--- config.mk ---
export PLATFORM = sky130hd
export DESIGN_NAME = cfs_rx_ctrl
export DESIGN_NICKNAME = d
export VERILOG_FILES = /design/src/rtl/cfs_rx_ctrl.sv
export SDC_FILE = /design/constraint.sdc
export NUM_CORES = 1
export LEC_CHECK = 0
export ABC_AREA = 0
export BUFFER_PORTS_ARGS = -buffer_cell sky130_fd_sc_hd__buf_4
export CORE_MARGIN = 1
export CORE_UTILIZATION = 30
export CTS_BUF_LIST = sky130_fd_sc_hd__clkbuf_2 sky130_fd_sc_hd__clkbuf_4 sky130_fd_sc_hd__clkbuf_8
export CTS_CLUSTER_DIAMETER = 200
export DETAILED_ROUTE_END_ITERATION = 7
export GPL_ROUTABILITY_DRIVEN = 0
export PLACE_DENSITY = 0.6
export SYNTH_ARGS = -nofsm -noshare
export SYNTH_HDL_FRONTEND = slang
export SYNTH_SLANG_ARGS = --single-unit
--- constraint.sdc ---
create_clock -name clk -period 3.4 [get_ports clk]
set_clock_uncertainty 0.15 [all_clocks]
set_input_delay 0.68 -clock clk [delete_from_list [all_inputs] [get_ports clk]]
set_output_delay 0.68 -clock clk [all_outputs]
set_load 0.05 [all_outputs]
--- src/rtl/cfs_rx_ctrl.sv ---
// rtl/cfs_rx_ctrl.sv - MD RX legality check, RX FIFO push and saturating drop counter
module cfs_rx_ctrl #(
  parameter  int ALGN_DATA_WIDTH       = 32,
  parameter  int STATUS_CNT_DROP_WIDTH = 8,
  localparam int ALGN_OFFSET_WIDTH     = (ALGN_DATA_WIDTH <= 8) ? 1 : $clog2(ALGN_DATA_WIDTH / 8),
  localparam int ALGN_SIZE_WIDTH       = $clog2(ALGN_DATA_WIDTH / 8) + 1
) (
  input  logic                             clk,
  input  logic                             reset_n,
  input  logic                             md_rx_valid,
  input  logic [ALGN_DATA_WIDTH-1:0]       md_rx_data,
  input  logic [ALGN_OFFSET_WIDTH-1:0]     md_rx_offset,
  input  logic [ALGN_SIZE_WIDTH-1:0]       md_rx_size,
  output logic                             md_rx_ready,
  output logic                             md_rx_err,
  output logic                             push_valid,
  output logic [ALGN_DATA_WIDTH-1:0]       push_data,
  output logic [ALGN_OFFSET_WIDTH-1:0]     push_offset,
  output logic [ALGN_SIZE_WIDTH-1:0]       push_size,
  input  logic                             push_ready,
  input  logic                             ctrl_clr,
  output logic [STATUS_CNT_DROP_WIDTH-1:0] status_cnt_drop,
  output logic                             max_drop
);

  // One spare bit so B+offset and offset+size never truncate.
  localparam int LW = ALGN_SIZE_WIDTH + 1;
  localparam logic [LW-1:0] B_EXT = LW'(ALGN_DATA_WIDTH / 8);
  localparam logic [STATUS_CNT_DROP_WIDTH-1:0] CNT_MAX = '1;
  localparam logic [STATUS_CNT_DROP_WIDTH-1:0] CNT_ONE = STATUS_CNT_DROP_WIDTH'(1);

  typedef enum logic [1:0] {IDLE, PUSH, RESP} state_t;

  state_t                           state_q, state_d;
  logic                             ready_q, ready_d;
  logic                             err_q, err_d;
  logic                             pvalid_q, pvalid_d;
  logic [ALGN_DATA_WIDTH-1:0]       pdata_q, pdata_d;
  logic [ALGN_OFFSET_WIDTH-1:0]     poffset_q, poffset_d;
  logic [ALGN_SIZE_WIDTH-1:0]       psize_q, psize_d;
  logic [STATUS_CNT_DROP_WIDTH-1:0] cnt_q, cnt_d;

  logic [LW-1:0] off_ext, size_ext;
  logic          legal;
  logic          drop;

  assign off_ext  = LW'(md_rx_offset);
  assign size_ext = LW'(md_rx_size);

  always_comb begin
    legal = 1'b0;
    if (size_ext != '0) begin
      legal = (((B_EXT + off_ext) % size_ext) == '0) && ((off_ext + size_ext) <= B_EXT);
    end
  end

  always_comb begin
    state_d   = state_q;
    ready_d   = 1'b0;
    err_d     = 1'b0;
    pvalid_d  = pvalid_q;
    pdata_d   = pdata_q;
    poffset_d = poffset_q;
    psize_d   = psize_q;
    drop      = 1'b0;
    case (state_q)
      IDLE: begin
        if (md_rx_valid) begin
          if (legal) begin
            pvalid_d  = 1'b1;
            pdata_d   = md_rx_data;
            poffset_d = md_rx_offset;
            psize_d   = md_rx_size;
            state_d   = PUSH;
          end else begin
            ready_d = 1'b1;
            err_d   = 1'b1;
            drop    = 1'b1;
            state_d = RESP;
          end
        end
      end
      PUSH: begin
        if (push_ready) begin
          pvalid_d = 1'b0;
          ready_d  = 1'b1;
          state_d  = RESP;
        end
      end
      RESP:    state_d = IDLE;
      default: state_d = IDLE;
    endcase

    // Clear wins over a simultaneous drop.
    cnt_d = cnt_q;
    if (ctrl_clr) begin
      cnt_d = '0;
    end else if (drop && (cnt_q != CNT_MAX)) begin
      cnt_d = cnt_q + CNT_ONE;
    end
  end

  always_ff @(posedge clk or negedge reset_n) begin
    if (!reset_n) begin
      state_q   <= IDLE;
      ready_q   <= 1'b0;
      err_q     <= 1'b0;
      pvalid_q  <= 1'b0;
      pdata_q   <= '0;
      poffset_q <= '0;
      psize_q   <= '0;
      cnt_q     <= '0;
    end else begin
      state_q   <= state_d;
      ready_q   <= ready_d;
      err_q     <= err_d;
      pvalid_q  <= pvalid_d;
      pdata_q   <= pdata_d;
      poffset_q <= poffset_d;
      psize_q   <= psize_d;
      cnt_q     <= cnt_d;
    end
  end

  assign md_rx_ready     = ready_q;
  assign md_rx_err       = err_q;
  assign push_valid      = pvalid_q;
  assign push_data       = pdata_q;
  assign push_offset     = poffset_q;
  assign push_size       = psize_q;
  assign status_cnt_drop = cnt_q;
  assign max_drop        = (cnt_q == CNT_MAX);

endmodule

; ---- Yosys cells after proc, flatten, opt, wreduce, memory -nomap -nowiden
; Index checks and enable logic that the tools add are counted.
[totals]
register_bits = 50
inputBits = 42
[classes]
n_addsub = 3
div_mod_pow = 1
order_cmp = 1
n_eq_ne = 6
muxes = 16
n_reduce_logical = 10
[ops]
columns = cell, n
row1 = 2-to-1 mux 8 bit, 2
row2 = "adder 8 x 1 -> 8 bit, second input constant", 1
row3 = "== test 8 bit, second input constant", 1
row4 = 2-to-1 mux 1 bit, 8
row5 = "!= test 8 bit, second input constant", 1
row6 = 2-to-1 mux 2 bit, 3
row7 = "!= test 2 bit, second input constant", 3
row8 = adder 2 x 3 -> 4 bit, 1
row9 = "adder 3 x 2 -> 4 bit, first input constant", 1
row10 = "<= comparator 4 x 3 -> 1 bit, second input constant", 1
row11 = zero test 4 bit, 1
row12 = remainder unit 4 x 3 -> 4 bit, 1
row13 = one-hot mux 1 bit (2 select lines), 2
row14 = one-hot mux 2 bit (2 select lines), 1
row15 = AND reduction 4 bit, 1
row16 = nonzero test 2 bit, 2
row17 = nonzero test 4 bit, 1
row18 = AND reduction 3 bit, 1
row19 = "== test 2 x 1 -> 1 bit, second input constant", 1
row20 = logical AND 1 bit, 2
row21 = zero test 2 bit, 1
row22 = AND reduction 2 bit, 1

; ---- Longest topological paths before layout
[depth]
depth_word = 11
mapped_depth = 16
depth_no_buf = 14

; ---- Worst setup path after synthesis
; No wires, ideal clock.
[synth_path]
kind = input port to flip-flop
start = in md_rx_size[2]
end = reg pdata_q[11] (netlist: push_data[11])
setup_ps = 125
arrival_time_ps = 4261
required_time_ps = 3125
slack_ps = -1136
stages = 15
path_buffers = 2
path_cell_list = or3b_2 -> ha_1 -> nand4b_1 -> and2_1 -> nand2_1 -> mux2_2 -> ha_1 -> and3_1 -> or3_1 -> a211o_1 -> a22oi_2 -> nand2_1 -> buf_6 -> buf_6 -> mux2_4
[synth_via]
elab_chain_cells = 5
[synth_rtl]
columns = item, line_no
row1 = "start, declared", 13  ; input logic [ALGN_SIZE_WIDTH-1:0] md_rx_size,
row2 = remainder unit 4 x 3 -> 4 bit or adder 2 x 3 -> 4 bit (tied branches), 53  ; legal = (((B_EXT + off_ext) % size_ext) == '0) && ((off_ext + size_ext) <= B_EXT);
row3 = zero test 4 bit or <= comparator 4 x 3 -> 1 bit (tied branches), 53
row4 = logical AND 1 bit, 53
row5 = 2-to-1 mux 1 bit *, 52  ; if (size_ext != '0) begin
row6 = AND reduction 3 bit (no line) *, -
row7 = "end signal, assigned", 118  ; pdata_q <= pdata_d;
row8 = "end, declared", 38  ; logic [ALGN_DATA_WIDTH-1:0] pdata_q, pdata_d;
; Every way passes the cells marked *; elsewhere a longest branch is shown, timed or not.
; A chain may end at the register's enable or synchronous reset.

; ---- Worst setup path in the final report
[layout_path]
start = in md_rx_size[2]
end = reg pdata_q[12] (netlist: push_data[12])
; Same word-level chain as after synthesis.

==> impl_results.md <==
- Status: complete, but fails checks
- Failing checks: negative setup slack
- H-Tree Depth: 2
- Busiest grt layer: met2
- WP buf/inv: 2
- HP Class: input port to asynchronous set/reset pin
- Library cell with the largest summed area after synthesis: dfrtp_1
- CTS Buffer Depth: 2
- Final hold vios: 0
- Leakage: 0.00189 uW
- Crit path top cell by count: nand2_4
- DR vias/cell: 4.75
- CTS buffer count: 5
- Die Footprint: 8800 um^2
- Total Routed Length: 6360 um
- CTS tree: built
- CP peak stage delay: 0.40 ns
- Dpl cells: 418
- Family with the most delay on the worst path: simple AND/OR/NAND/NOR gates
- Slowest-stage cell, CP: or3b_4
- Mapped Cells: 209
- Worst setup path class: input port to register
- Worst-path cell chain: buf_6 -> or3b_4 -> ha_4 -> or3_4 -> nand2_4 -> nand2_4 -> mux2_4 -> ha_4 -> and3_4 -> or3_4 -> a211o_1 -> a22oi_2 -> nand2_4 -> buf_12 -> mux2_4
- First-pass GRT wire length: 10,300 um
- Global Route met2 Usage: 24.9%
- EDFF count, synth: 0
- Core Rows: 33
- First drt pass iteration count: 4
- Tot GR Track Use: 15.0%
- Met3 Use GR: 4.61%
- Final cycle utilization of the critical path: 120%
- Finished Core Util: 47.9%
- GR Overflow Total: 0
- CP Data Required Time: 3.43 ns
- Core area: 8180 um^2
- Ant diodes: 0
- Initial DRC count: 82
- Worst slew pin tran: 0.646 ns
- Die H: 93.8 um
- Max capacitance violation total: 0
- Num ports: 91
- Met1 GRT Util: 18.6%
- Arrival time worst endpoint: 4.10 ns
- Final net count: 389
- Synth top area share: 49.5%
- Mean post-synth cell area: 12.1 um^2
- Initial antenna violation count: 0
- Clock Pin Slew Worst Setup and Hold Paths: 0.09 ns
- Fraction of layout cells with a size suffix above 1: 61.8%
- Initial core utilization: 30.9%
- Peak supply drop: 0.577 mV
- Hold slack: 0.261 ns
- Mapped Area: 2530 um^2
- Setup Viol. Count Final: 50
- Hold Buf Count CTS: 0
- Final ANT Viol Nets: 0
- Via count: 2,090
- Power Dens Cells: 745 nW/um^2
- Syn nets: 263
- Critical path startpoint category: input port
- Commonest register cell after synthesis: dfrtp_1
- Most frequent cell after synthesis: dfrtp_1
- Die Wd: 93.8 um
- Largest net degree at the start of global routing: 51
- CTS Sinks: 50
- Synth area leaders: dfrtp_1, mux2_2, ha_1
- FFs w/ async S/R, synth: 100%
- Yosys warns: 0
- Average wire per standard cell: 14.5 um
- Fill cell count: 781
- Endpoint type of the worst setup path: register
- Worst slew margin: 57.0%
- Vias in the first global route: 2,191
- Slack of the critical path: -0.664 ns
- Synth top cells by count: dfrtp_1, mux2_2, inv_1
- Pre-CTS setup slack: -1.09 ns
- Input/output buffers: 90
- DRC Markers: 0
- Min Tclk post-route: 4.06 ns
- RSZ-0062 raised after global routing: yes
- Netlist cell types: 42
- Seq/Total Area, Yosys: 49.5%
- Max Slew Vio Count: 0
- Post-synthesis register bit count: 50
- Area growth, synth to finish: 54.8%
- HPWL Detailed: 4480 um
- Final std cells w/o fill: 440
- Worst-skew pair later-pin latency: 0.29 ns
- CTS root buffer: clkbuf_8
- Crit Path Max Fanout: 10
- Fmax: 246 MHz
## per-layer routing
layer	vias up	share of wire (%)
met1	1019	42
li1	992	-
met3	8	7.1
met5	-	0
met2	71	49
met4	0	1.4
## registers in the layout, summed over array words and instances, names as in the netlist
register and cells:
push_valid 1, push_size 3, push_offset 2, push_data 32, state_q 2, status_cnt_drop 8
md_rx_err 1, md_rx_ready 1
## per-stage QoR
step | cell area (um^2) | TNS (ns) | power (uW)
after floorplan | 2560 | -36.89 | 1980
after global placement | 3500 | -44.23 | 2490
after detailed placement | 3500 | -48.60 | 2500
after CTS | 3840 | -29.88 | 2930
after global routing | 3910 | -35.69 | 3070
final | 3910 | -30.82 | 2920
## cell usage in the layout, fill, tap and decap left out, drive strengths merged, types with 8 or more instances in the layout
| cell | n |
|---|---|
| a21oi | 10 |
| dfrtp | 50 |
| nor2 | 8 |
| buf | 126 |
| mux2 | 39 |
| inv | 11 |
| ha | 10 |
| nand2 | 10 |
## logic make-up after synthesis
group | Yosys count | share of synthesized area [%]
other | 1 | 0.148
multiplexers | 40 | 19.0
XOR/XNOR | 1 | 0.346
buffers and inverters | 18 | 3.41
flip-flops | 50 | 49.5
adder cells (fa/ha/maj) | 12 | 6.53
AO/OA/AOI/OAI | 33 | 9.01
AND/OR/NAND/NOR | 54 | 12.1
## final cells by class
| class | instances | area, um^2 | area share, % |
|---|---|---|---|
| inverters | 11 | 41.3 | 1.05 |
| clock buffers | 6 | 76.3 | 1.95 |
| multi-input cells | 141 | 1380 | 35.3 |
| well taps | 105 | 131 | 3.36 |
| repair buffers | 126 | 1020 | 26.2 |
| clock inverters | 1 | 7.51 | 0.192 |
| flip-flops and latches | 50 | 1250 | 32.0 |
## report_power, final
group / switching [uW] / total (uW) / internal (uW)
clock: 190 / 339 / 150
sequential: 119 / 926 / 806
combinational: 1040 / 1650 / 608
total: 1350 / 2920 / 1560
## path summary, 6_finish.rpt
| kind | startpoint | to | slack, ns | cells after the start |
|---|---|---|---|---|
| worst min-delay path | reset_n | push_data[20]$_DFFE_PN0P_ | 0.26 | 1 |
| worst max-delay path | md_rx_size[2] | push_data[12]$_DFFE_PN0P_ | -0.66 | 15 |
| worst min register to register | state_q[1]$_DFFE_PN0P_ | md_rx_ready$_DFF_PN0_ | 0.35 | 1 |
| max in group asynchronous | reset_n | status_cnt_drop[1]$_DFFE_PN0P_ | 2.41 | 1 |
| worst max register to register | status_cnt_drop[0]$_DFFE_PN0P_ | status_cnt_drop[3]$_DFFE_PN0P_ | 1.08 | 7 |
| min in group clk | state_q[1]$_DFFE_PN0P_ | md_rx_ready$_DFF_PN0_ | 0.35 | 1 |
## repair_timing
| item | in CTS | in global routing |
|---|---|---|
| resized for setup | 33 | 16 |
| pin swaps | 19 | 14 |
| setup buffers | 13 | 1 |
| cloned | 1 | 0 |
| setup endpoints to repair | 50 | 50 |
No activity file was read; power rests on OpenSTA's default activity.
